### src/rtl/vga_pkg.sv
// Shared VGA raster helpers: line/frame totals, sync window bounds, 12-bit
// RGB444 pixel type and the eight-entry colour-bar table.
package vga_pkg;

    typedef struct packed {
        logic [3:0] r;
        logic [3:0] g;
        logic [3:0] b;
    } rgb444_t;

    localparam rgb444_t WHITE = '{r: 4'hF, g: 4'hF, b: 4'hF};
    localparam rgb444_t BLACK = '{r: 4'h0, g: 4'h0, b: 4'h0};

    // Bar order left to right: white, yellow, cyan, green, magenta, red, blue, black.
    localparam rgb444_t BAR_COLOURS [8] = '{
        WHITE,
        '{r: 4'hF, g: 4'hF, b: 4'h0},
        '{r: 4'h0, g: 4'hF, b: 4'hF},
        '{r: 4'h0, g: 4'hF, b: 4'h0},
        '{r: 4'hF, g: 4'h0, b: 4'hF},
        '{r: 4'hF, g: 4'h0, b: 4'h0},
        '{r: 4'h0, g: 4'h0, b: 4'hF},
        BLACK
    };

    function automatic int line_total(input int vis, input int fp, input int sync, input int bp);
        return vis + fp + sync + bp;
    endfunction

    function automatic int sync_start(input int vis, input int fp);
        return vis + fp;
    endfunction

    function automatic int sync_end(input int vis, input int fp, input int sync);
        return vis + fp + sync;
    endfunction

endpackage

### src/rtl/vga_test_pattern_if.sv
// VGA connector bundle: 4-bit R/G/B, both syncs and the frame-counter LEDs.
interface vga_test_pattern_if;
    logic [3:0] VGA_R;
    logic [3:0] VGA_G;
    logic [3:0] VGA_B;
    logic       VGA_HS;
    logic       VGA_VS;
    logic [9:0] LEDR;

    modport master (output VGA_R, VGA_G, VGA_B, VGA_HS, VGA_VS, LEDR);
    modport slave  (input  VGA_R, VGA_G, VGA_B, VGA_HS, VGA_VS, LEDR);
endinterface

### src/rtl/vga_timing_counter.sv
// Free-running h/v raster counters with sync-window, active-video and frame-end
// decode. With VGA_TEST_BORDER_EN defined it also flags the outermost visible pixels.
module vga_timing_counter
    import vga_pkg::*;
#(
    parameter int H_VISIBLE_AREA = 800,
    parameter int H_FRONT_PORCH  = 40,
    parameter int H_SYNC_PULSE   = 128,
    parameter int H_BACK_PORCH   = 88,
    parameter int V_VISIBLE_AREA = 600,
    parameter int V_FRONT_PORCH  = 1,
    parameter int V_SYNC_PULSE   = 4,
    parameter int V_BACK_PORCH   = 23,
    localparam int H_TOTAL = line_total(H_VISIBLE_AREA, H_FRONT_PORCH, H_SYNC_PULSE, H_BACK_PORCH),
    localparam int V_TOTAL = line_total(V_VISIBLE_AREA, V_FRONT_PORCH, V_SYNC_PULSE, V_BACK_PORCH),
    localparam int HW      = $clog2(H_TOTAL),
    localparam int VW      = $clog2(V_TOTAL)
) (
    input  logic          clk,
    input  logic          rst,
    output logic [HW-1:0] h_p0,
    output logic          hsync_win,
    output logic          vsync_win,
    output logic          vld,
    output logic          frame_end
`ifdef VGA_TEST_BORDER_EN
    ,
    output logic          border
`endif
);
    localparam logic [HW-1:0] H_LAST   = HW'(H_TOTAL - 1);
    localparam logic [HW-1:0] H_VIS    = HW'(H_VISIBLE_AREA);
    localparam logic [HW-1:0] HS_START = HW'(sync_start(H_VISIBLE_AREA, H_FRONT_PORCH));
    localparam logic [HW-1:0] HS_END   = HW'(sync_end(H_VISIBLE_AREA, H_FRONT_PORCH, H_SYNC_PULSE));
    localparam logic [VW-1:0] V_LAST   = VW'(V_TOTAL - 1);
    localparam logic [VW-1:0] V_VIS    = VW'(V_VISIBLE_AREA);
    localparam logic [VW-1:0] VS_START = VW'(sync_start(V_VISIBLE_AREA, V_FRONT_PORCH));
    localparam logic [VW-1:0] VS_END   = VW'(sync_end(V_VISIBLE_AREA, V_FRONT_PORCH, V_SYNC_PULSE));

    logic [VW-1:0] v_p0;
    logic          h_wrap;
    logic          v_wrap;

    assign h_wrap = (h_p0 == H_LAST);
    assign v_wrap = (v_p0 == V_LAST);

    // Stage p0: raster position
    always_ff @(posedge clk) begin
        if (rst) begin
            h_p0 <= '0;
            v_p0 <= '0;
        end else if (h_wrap) begin
            h_p0 <= '0;
            v_p0 <= v_wrap ? '0 : v_p0 + 1'b1;
        end else begin
            h_p0 <= h_p0 + 1'b1;
        end
    end

    assign hsync_win = (h_p0 >= HS_START) && (h_p0 < HS_END);
    assign vsync_win = (v_p0 >= VS_START) && (v_p0 < VS_END);
    assign vld       = (h_p0 < H_VIS) && (v_p0 < V_VIS);
    assign frame_end = h_wrap && v_wrap;

`ifdef VGA_TEST_BORDER_EN
    localparam logic [HW-1:0] H_VIS_LAST = HW'(H_VISIBLE_AREA - 1);
    localparam logic [VW-1:0] V_VIS_LAST = VW'(V_VISIBLE_AREA - 1);

    assign border = (h_p0 == '0) || (h_p0 == H_VIS_LAST) || (v_p0 == '0) || (v_p0 == V_VIS_LAST);
`endif

endmodule

### src/rtl/vga_test_pattern.sv
// VGA timing generator with an 8-bar colour test pattern and 10-bit frame counter.
// Define VGA_TEST_BORDER_EN to overlay a 1-pixel white border on the visible area.
module vga_test_pattern
    import vga_pkg::*;
#(
    parameter int   H_VISIBLE_AREA = 800,
    parameter int   H_FRONT_PORCH  = 40,
    parameter int   H_SYNC_PULSE   = 128,
    parameter int   H_BACK_PORCH   = 88,
    parameter int   V_VISIBLE_AREA = 600,
    parameter int   V_FRONT_PORCH  = 1,
    parameter int   V_SYNC_PULSE   = 4,
    parameter int   V_BACK_PORCH   = 23,
    parameter logic HSYNC_POLARITY = 1'b0,
    parameter logic VSYNC_POLARITY = 1'b0
) (
    input  logic               VGA_CLK,
    input  logic               RESET,
    vga_test_pattern_if.master vga
);
    localparam int H_TOTAL = line_total(H_VISIBLE_AREA, H_FRONT_PORCH, H_SYNC_PULSE, H_BACK_PORCH);
    localparam int HW      = $clog2(H_TOTAL);
    localparam logic [HW-1:0] BAR_W    = HW'(H_VISIBLE_AREA / 8);
    localparam logic [HW-1:0] LAST_BAR = HW'(7);

    logic [HW-1:0] h_p0;
    logic          hsync_win_p0;
    logic          vsync_win_p0;
    logic          vld_p0;
    logic          frame_end_p0;
    rgb444_t       pixel_p0;
    rgb444_t       rgb_p1;
    logic          hs_p1;
    logic          vs_p1;
    logic [9:0]    frame_cnt_p1;
`ifdef VGA_TEST_BORDER_EN
    logic          border_p0;
`endif

    vga_timing_counter #(
        .H_VISIBLE_AREA (H_VISIBLE_AREA),
        .H_FRONT_PORCH  (H_FRONT_PORCH),
        .H_SYNC_PULSE   (H_SYNC_PULSE),
        .H_BACK_PORCH   (H_BACK_PORCH),
        .V_VISIBLE_AREA (V_VISIBLE_AREA),
        .V_FRONT_PORCH  (V_FRONT_PORCH),
        .V_SYNC_PULSE   (V_SYNC_PULSE),
        .V_BACK_PORCH   (V_BACK_PORCH)
    ) u_timing (
        .clk       (VGA_CLK),
        .rst       (RESET),
        .h_p0      (h_p0),
        .hsync_win (hsync_win_p0),
        .vsync_win (vsync_win_p0),
        .vld       (vld_p0),
        .frame_end (frame_end_p0)
`ifdef VGA_TEST_BORDER_EN
        ,
        .border    (border_p0)
`endif
    );

    // Leftover pixels past the eighth full bar saturate into the last bar.
    function automatic rgb444_t bar_colour(input logic [HW-1:0] h);
        logic [HW-1:0] idx;
        idx = h / BAR_W;
        return (idx > LAST_BAR) ? BAR_COLOURS[7] : BAR_COLOURS[idx[2:0]];
    endfunction

    always_comb begin
        pixel_p0 = BLACK;
        if (vld_p0) begin
            pixel_p0 = bar_colour(h_p0);
`ifdef VGA_TEST_BORDER_EN
            if (border_p0) pixel_p0 = WHITE;
`endif
        end
    end

    // Stage p1: registered pins, one cycle behind the raster position
    always_ff @(posedge VGA_CLK) begin
        if (RESET) begin
            rgb_p1       <= BLACK;
            hs_p1        <= HSYNC_POLARITY;
            vs_p1        <= VSYNC_POLARITY;
            frame_cnt_p1 <= '0;
        end else begin
            rgb_p1 <= pixel_p0;
            hs_p1  <= HSYNC_POLARITY ^ hsync_win_p0;
            vs_p1  <= VSYNC_POLARITY ^ vsync_win_p0;
            if (frame_end_p0) frame_cnt_p1 <= frame_cnt_p1 + 1'b1;
        end
    end

    assign vga.VGA_R  = rgb_p1.r;
    assign vga.VGA_G  = rgb_p1.g;
    assign vga.VGA_B  = rgb_p1.b;
    assign vga.VGA_HS = hs_p1;
    assign vga.VGA_VS = vs_p1;
    assign vga.LEDR   = frame_cnt_p1;

endmodule

### src/flat_wrapper.sv
// flat-port wrapper written by rule: the top's interface ports become plain ports
module vga_test_pattern_flat import vga_pkg::*;
#(
    parameter int   H_VISIBLE_AREA = 800,
    parameter int   H_FRONT_PORCH  = 40,
    parameter int   H_SYNC_PULSE   = 128,
    parameter int   H_BACK_PORCH   = 88,
    parameter int   V_VISIBLE_AREA = 600,
    parameter int   V_FRONT_PORCH  = 1,
    parameter int   V_SYNC_PULSE   = 4,
    parameter int   V_BACK_PORCH   = 23,
    parameter logic HSYNC_POLARITY = 1'b0,
    parameter logic VSYNC_POLARITY = 1'b0
)
  (VGA_CLK, RESET, vga_VGA_R, vga_VGA_G, vga_VGA_B, vga_VGA_HS, vga_VGA_VS, vga_LEDR);
  vga_test_pattern_if vga_i ();
  input  logic VGA_CLK;
  input  logic RESET;
  output wire logic [$bits(vga_i.VGA_R)-1:0] vga_VGA_R;
  output wire logic [$bits(vga_i.VGA_G)-1:0] vga_VGA_G;
  output wire logic [$bits(vga_i.VGA_B)-1:0] vga_VGA_B;
  output wire logic [$bits(vga_i.VGA_HS)-1:0] vga_VGA_HS;
  output wire logic [$bits(vga_i.VGA_VS)-1:0] vga_VGA_VS;
  output wire logic [$bits(vga_i.LEDR)-1:0] vga_LEDR;
  assign vga_VGA_R = vga_i.VGA_R;
  assign vga_VGA_G = vga_i.VGA_G;
  assign vga_VGA_B = vga_i.VGA_B;
  assign vga_VGA_HS = vga_i.VGA_HS;
  assign vga_VGA_VS = vga_i.VGA_VS;
  assign vga_LEDR = vga_i.LEDR;
  vga_test_pattern #(.H_VISIBLE_AREA(H_VISIBLE_AREA), .H_FRONT_PORCH(H_FRONT_PORCH), .H_SYNC_PULSE(H_SYNC_PULSE), .H_BACK_PORCH(H_BACK_PORCH), .V_VISIBLE_AREA(V_VISIBLE_AREA), .V_FRONT_PORCH(V_FRONT_PORCH), .V_SYNC_PULSE(V_SYNC_PULSE), .V_BACK_PORCH(V_BACK_PORCH), .HSYNC_POLARITY(HSYNC_POLARITY), .VSYNC_POLARITY(VSYNC_POLARITY)) u_core (.VGA_CLK(VGA_CLK), .RESET(RESET), .vga(vga_i));
endmodule
### config.mk
export PLATFORM = sky130hd
export DESIGN_NAME = vga_test_pattern_flat
export DESIGN_NICKNAME = d
export VERILOG_FILES = /design/src/rtl/vga_pkg.sv /design/src/rtl/vga_test_pattern_if.sv /design/src/rtl/vga_timing_counter.sv /design/src/rtl/vga_test_pattern.sv /design/src/flat_wrapper.sv
export SDC_FILE = /design/constraint.sdc
export NUM_CORES = 1
export LEC_CHECK = 0
export CORE_MARGIN = 2
export CORE_UTILIZATION = 57
export CTS_CLUSTER_SIZE = 24
export DETAILED_ROUTE_END_ITERATION = 10
export PLACE_DENSITY_LB_ADDON = 0.05
export SLEW_MARGIN = 20
export SYNTH_ARGS = -nofsm -noshare
export SYNTH_HDL_FRONTEND = slang
export SYNTH_SLANG_ARGS = --single-unit
### constraint.sdc
create_clock -name VGA_CLK -period 3.6 [get_ports VGA_CLK]
set_input_delay 0.36 -clock VGA_CLK [delete_from_list [all_inputs] [get_ports VGA_CLK]]
set_output_delay 0.36 -clock VGA_CLK [all_outputs]
set_load 0.005 [all_outputs]
==> results of run 1 <==
[cell families (layout without fill, tap and decap cells)]
kind of cell / after synthesis / after routing / share of synthesized area, %
AOI/OAI and AO/OA: 67 / 67 / 21.3
xor gates and xnor gates: 28 / 28 / 9.79
adders and majority gates: 8 / 8 / 3.80
DFF: 36 / 36 / 28.8
buffers and inverters: 44 / 48 / 9.59
muxes: 4 / 4 / 1.60
and+or+nand+nor: 119 / 119 / 25.1
[worst paths after layout]
kind / startpoint / depth (start not counted) / endpoint / slack (ps)
worst min-delay path: u_core.u_timing.h_p0[0] / 1 / u_core.u_timing.h_p0[0] / 480
worst max register to register: u_core.u_timing.h_p0[8] / 7 / u_core.vga.VGA_B[3] / 870
worst min register to register: u_core.u_timing.h_p0[0] / 1 / u_core.u_timing.h_p0[0] / 480
worst max-delay path: u_core.u_timing.h_p0[8] / 7 / u_core.vga.VGA_B[3] / 870
[sequential cells by signal (all words and copies together), names as in the netlist]
signal	count
u_core.u_timing.h_p0	11
u_core.u_timing.v_p0	10
u_core.vga.LEDR	10
u_core.vga.VGA_B	1
u_core.vga.VGA_G	1
u_core.vga.VGA_HS	1
u_core.vga.VGA_R	1
u_core.vga.VGA_VS	1
[metrics by stage]
stage	hold WS [ps]	cell area, sq um	util [%]	power, mW
after floorplan	441	2500	-	0.441
after detailed placement	468	2640	61.6	0.454
after global placement	462	2640	61.6	0.453
after global routing	510	2740	63.7	0.765
final	480	2740	63.7	0.737
after CTS	485	2740	63.7	0.747
[layer usage]
layer	global-route usage (%)	wire [microns]	vias to the layer above
met1	29.1	2350	982
met5	0	0	-
li1	-	-	1067
met3	3.90	171	14
met4	9.40	135	0
met2	34.2	2420	42
[cells in the final DEF (no fill, tap or decap), drive strengths merged, types with 5 or more instances in the layout]
master | Yosys | routed
a21oi | 14 | 14
and4 | 5 | 5
clkbuf | 9 | 6
clkdlybuf4s50 | 0 | 25
dfxtp | 36 | 36
ha | 6 | 6
inv | 13 | 13
nand2 | 15 | 15
nand2b | 7 | 7
nand3 | 9 | 9
nand4 | 8 | 8
nor2 | 43 | 43
nor3 | 5 | 5
o211ai | 5 | 5
o21ai | 12 | 12
xnor2 | 16 | 16
xor2 | 12 | 12
[report_power, final]
group / leakage, nW / switching [mW] / internal, mW / total (mW)
Sequential: 0.292 / 0.00521 / 0.403 / 0.408
Clock: 0.0510 / 0.141 / 0.153 / 0.294
Combinational: 0.607 / 0.0155 / 0.0201 / 0.0356
[cell type report]
cell class,instances,area (sq um)
Sequential cell,36,721
Fill cell,397,1560
Clock inverter,2,10.0
Inverter,13,48.8
Multi-Input combinational cell,226,1540
Timing Repair Buffer,27,265
Clock buffer,6,82.6
Tap cell,52,65.1
==> reports/qor.txt, run 1 <==
Ys Warns = 0
I/O Buffers = 25
# hold bufs at CTS = 0
RSZ-0062 raised after global routing = false
Worst slew pin tran = 968 ps
Worst-Skew Late Latency = 280 ps
CP max FO = 24
Vias per Instance = 5.81
CTS max path bufs = 2
Worst setup margin = 865 ps
Commonest cells post-synth = nor2_1, dfxtp_1, xnor2_1
Area share of the largest cell type after synthesis = 28.8%
Synthesized cell area = 2500 sq um
Core footprint = 4290 sq um
Placed insts = 354
Max cap viols = 0
Share of layout cells above drive strength 1 = 9.03%
Ys async rst share = 0%
Die Ht = 70.3 microns
Root cell of the clock tree = clkbuf_8
Library cells used by synthesis = 69
Most frequently used flop master after synthesis = dfxtp_1
Leading area contributor after synthesis = dfxtp_1
Final wirelength = 5080 microns
Slew HR = 35.4%
Outcome = finished clean
Critical path required time = 3770 ps
Worst Hold Class = reg2reg
Seq cells post-synth = 36
Startpoint types = flip-flop
Crit path cell chain = nand2b_1, o31ai_2, a21oi_1, o311ai_1, a211oi_2, o41ai_2, a2bb2oi_1
Die width = 70.3 microns
Worst vdd ir = 0.315 mV
Worst EP arrival = 2900 ps
Worst-path clk slew = 70 ps
Post-CTS Resized = 0
Period utilization = 76.0%
Post-route setup TNS = 0 ps
Post-DP HPWL = 3580 microns
Fin crit period = 2730 ps
Max Slew Vio Count = 0
CP peak stage delay = 870 ps
DIE AREA = 4940 sq um
Routed wire per std cell = 14.0 microns
Vias in the first global route = 1871
DRT Pass-1 Iters = 4
Top delay family on crit path = compound AO/OA/AOI/OAI gates
Top-count cell post-synth = nor2_1
CTS Buf Count = 5
Initial antenna violation count = 0
RD Place Congestion = 0.825
Cells after synthesis = 306
Pre-CTS setup slack = 903 ps
Net count, final = 317
CTS sink cnt = 36
Total grt overflow = 0
Pin count of the biggest net entering global routing = 31
PD cells = 269 nW/um^2
First-pass GRT wire length = 8780 microns
Post CTS Setup Buffer Count = 0
EDFF count, synth = 0
Buf/Inv on CP = 0
Total global-route track usage = 21.7%
Fin Clk Skew = 2.66 ps
CTS tree = built
Initial DRC Count = 164
Initial Util = 58.3%
Synth area leaders = dfxtp_1, nor2_1, xnor2_1, buf_4, xor2_1
Final cell count without fillers = 362
Setup CP Type = reg2reg
Area grow syn2layout = 9.24%
Depth of the CTS H-tree = 2
Top Ports = 26
Rows = 24
Synthesized net count = 314
Syn_area_per_cell = 8.19 sq um
Count of final hold-check violations = 0
Setup crit end kind = flip-flop
Final setup vio count = 0
Critical path's slowest cell = dfxtp_1
DRC viols = 0
Total number of vias = 2105
Static leakage = 0.950 nW
Final ANT Viol Nets = 0
Sequential share of the synthesized area = 28.8%
Max Freq = 366 MHz
Antenna fix cells = 0
Power figures use the tool's default switching activity.
==> run 2, diff against run 1 <==
--- a/config.mk
+++ b/config.mk
@@ -6,7 +6,7 @@
 export NUM_CORES = 1
 export LEC_CHECK = 0
 export CORE_MARGIN = 2
-export CORE_UTILIZATION = 57
+export CORE_UTILIZATION = 51
 export CTS_CLUSTER_SIZE = 24
 export DETAILED_ROUTE_END_ITERATION = 10
 export PLACE_DENSITY_LB_ADDON = 0.05
==> constraint.sdc (replaced) <==
create_clock -name VGA_CLK -period 2.35 [get_ports VGA_CLK]
set_input_delay 0.235 -clock VGA_CLK [delete_from_list [all_inputs] [get_ports VGA_CLK]]
set_output_delay 0.235 -clock VGA_CLK [all_outputs]
set_load 0.005 [all_outputs]
==> reports/qor.txt, run 2 (synthesis results as in run 1) <==
Pre-CTS setup slack = 85.7 ps
First-pass GRT wire length = 9650 microns
Total number of vias = 2179
Top Ports = 26
Worst-path clk slew = 70 ps
Post-route cell area = 2990 sq um
DIE AREA = 5490 sq um
Antenna fix cells = 0
Crit path cell chain = buf_4, o311ai_4, o31ai_2, a211oi_4, nor2_2, o32a_1, o41ai_2, a2bb2oi_1
CTS Buf Count = 5
Setup CP Type = reg2reg
Die Ht = 74.1 microns
Reg2reg start = u_core.u_timing.h_p0[6]
Initial DRC Count = 141
Startpoint types = flip-flop
Post-Place Cell Area = 2860 sq um
Pin count of the biggest net entering global routing = 20
Max FFs per register = 11
CTS sink cnt = 36
Final setup vio count = 0
Initial Util = 53.0%
Hold depth = 1
CP max FO = 4
Post-DP HPWL = 4160 microns
DRT Pass-1 Iters = 4
Final ANT Viol Nets = 0
Vias per Instance = 5.49
Count of final hold-check violations = 0
Setup crit end kind = flip-flop
Die width = 74.1 microns
I/O Buffers = 25
Fin crit period = 2240 ps
Worst setup margin = 115 ps
Vias in the first global route = 2075
RD Place Congestion = 0.968
Worst slew pin tran = 449 ps
Max Freq = 447 MHz
CP startpoint = u_core.u_timing.h_p0[6]
# hold bufs at CTS = 0
Max cap viols = 0
Critical path required time = 2510 ps
Worst vdd ir = 0.305 mV
Hold_sp = u_core.u_timing.h_p0[0]
Rows = 25
Depth of the CTS H-tree = 2
Critical path's slowest cell = dfxtp_1
Total global-route track usage = 22.5%
Fill count = 431
CTS tree = built
Hold WS = 496 ps
Fin Clk Skew = 10.1 ps
Final cell count without fillers = 397
CTS max path bufs = 2
Placed insts = 389
Routed wire per std cell = 14.3 microns
Root cell of the clock tree = clkbuf_8
R2R depth = 8
Worst-Skew Late Latency = 280 ps
Area grow syn2layout = 19.5%
Slew HR = 69.9%
Post-layout util = 63.4%
Initial antenna violation count = 0
Worst EP arrival = 2400 ps
Max Slew Vio Count = 0
Net count, final = 337
Commonest cells after routing, fill and taps aside = nor2_1, dfxtp_1, clkdlybuf4s50_1
Worst Hold Class = reg2reg
RR Endpoint = u_core.vga.VGA_B[3]
Post-route setup TNS = 0 ps
Outcome = finished clean
Core footprint = 4720 sq um
Final wirelength = 5660 microns
Total power = 1.13 mW
DRC viols = 0
Flop2flop setup slack = 110 ps
Hold path endpoint = u_core.u_timing.h_p0[0]
Leading cell type in the layout, fill and taps excluded = nor2_1
Share of layout cells above drive strength 1 = 17.0%
RSZ-0062 raised after global routing = false
Largest Register = u_core.u_timing.h_p0
Total grt overflow = 0
CP peak stage delay = 380 ps
Static leakage = 1.06 nW
Period utilization = 95.1%
PD cells = 378 nW/um^2
-- run 2: report_power, final --
| part | total [mW] | switching, mW | leakage, nW | internal [mW] |
|---|---|---|---|---|
| clock | 0.452 | 0.214 | 0.0445 | 0.238 |
| sequential | 0.625 | 0.00786 | 0.293 | 0.617 |
| combinational | 0.0547 | 0.0237 | 0.725 | 0.0309 |
| total | 1.13 | 0.246 | 1.06 | 0.886 |
-- run 2: critical path: cells and delay by family, from the launching register on --
kind,cells,cell delay [ps]
flops,1,380
simple gates,1,80
compound gates,6,1470
buf+inv,1,180
-- run 2: how the worst max path moves through the flow --
stage / cells past startpoint / slack [ps] / to
6_report: 8 / 110 / u_core.vga.VGA_B[3]
4_1_cts: 8 / 70 / u_core.vga.VGA_B[3]
3_3_place_gp: 8 / 120 / u_core.vga.VGA_B[3]
5_1_grt: 8 / 8 / u_core.vga.VGA_B[3]
3_5_place_dp: 8 / 90 / u_core.vga.VGA_B[3]
2_1_floorplan: 8 / 260 / u_core.vga.VGA_B[3]
-- run 2: area by class of cell --
cell class              instances  area [sq um]  share of cell area (%)
clock buffers                   7          86.3                    2.88
repair buffers                 47           465                    15.5
well taps                      67          83.8                    2.80
multi-input cells             226          1580                    52.7
flip-flops and latches         36           723                    24.2
clock inverters                 1          7.51                   0.251
inverters                      13          48.8                    1.63
-- run 2: repair_timing --
action                     CTS  global route
setup buffers                0             0
resized for setup            0             9
setup endpoints to repair    0             2
-- run 2: metal layers --
| metal | track usage [%] | vias to the layer above | part of all wire [%] |
|---|---|---|---|
| met5 | 0 | - | 0 |
| met4 | 9.49 | 0 | 1.8 |
| met3 | 4.07 | 10 | 3.6 |
| met2 | 37.1 | 38 | 49 |
| met1 | 29.1 | 1014 | 46 |
| li1 | - | 1117 | - |
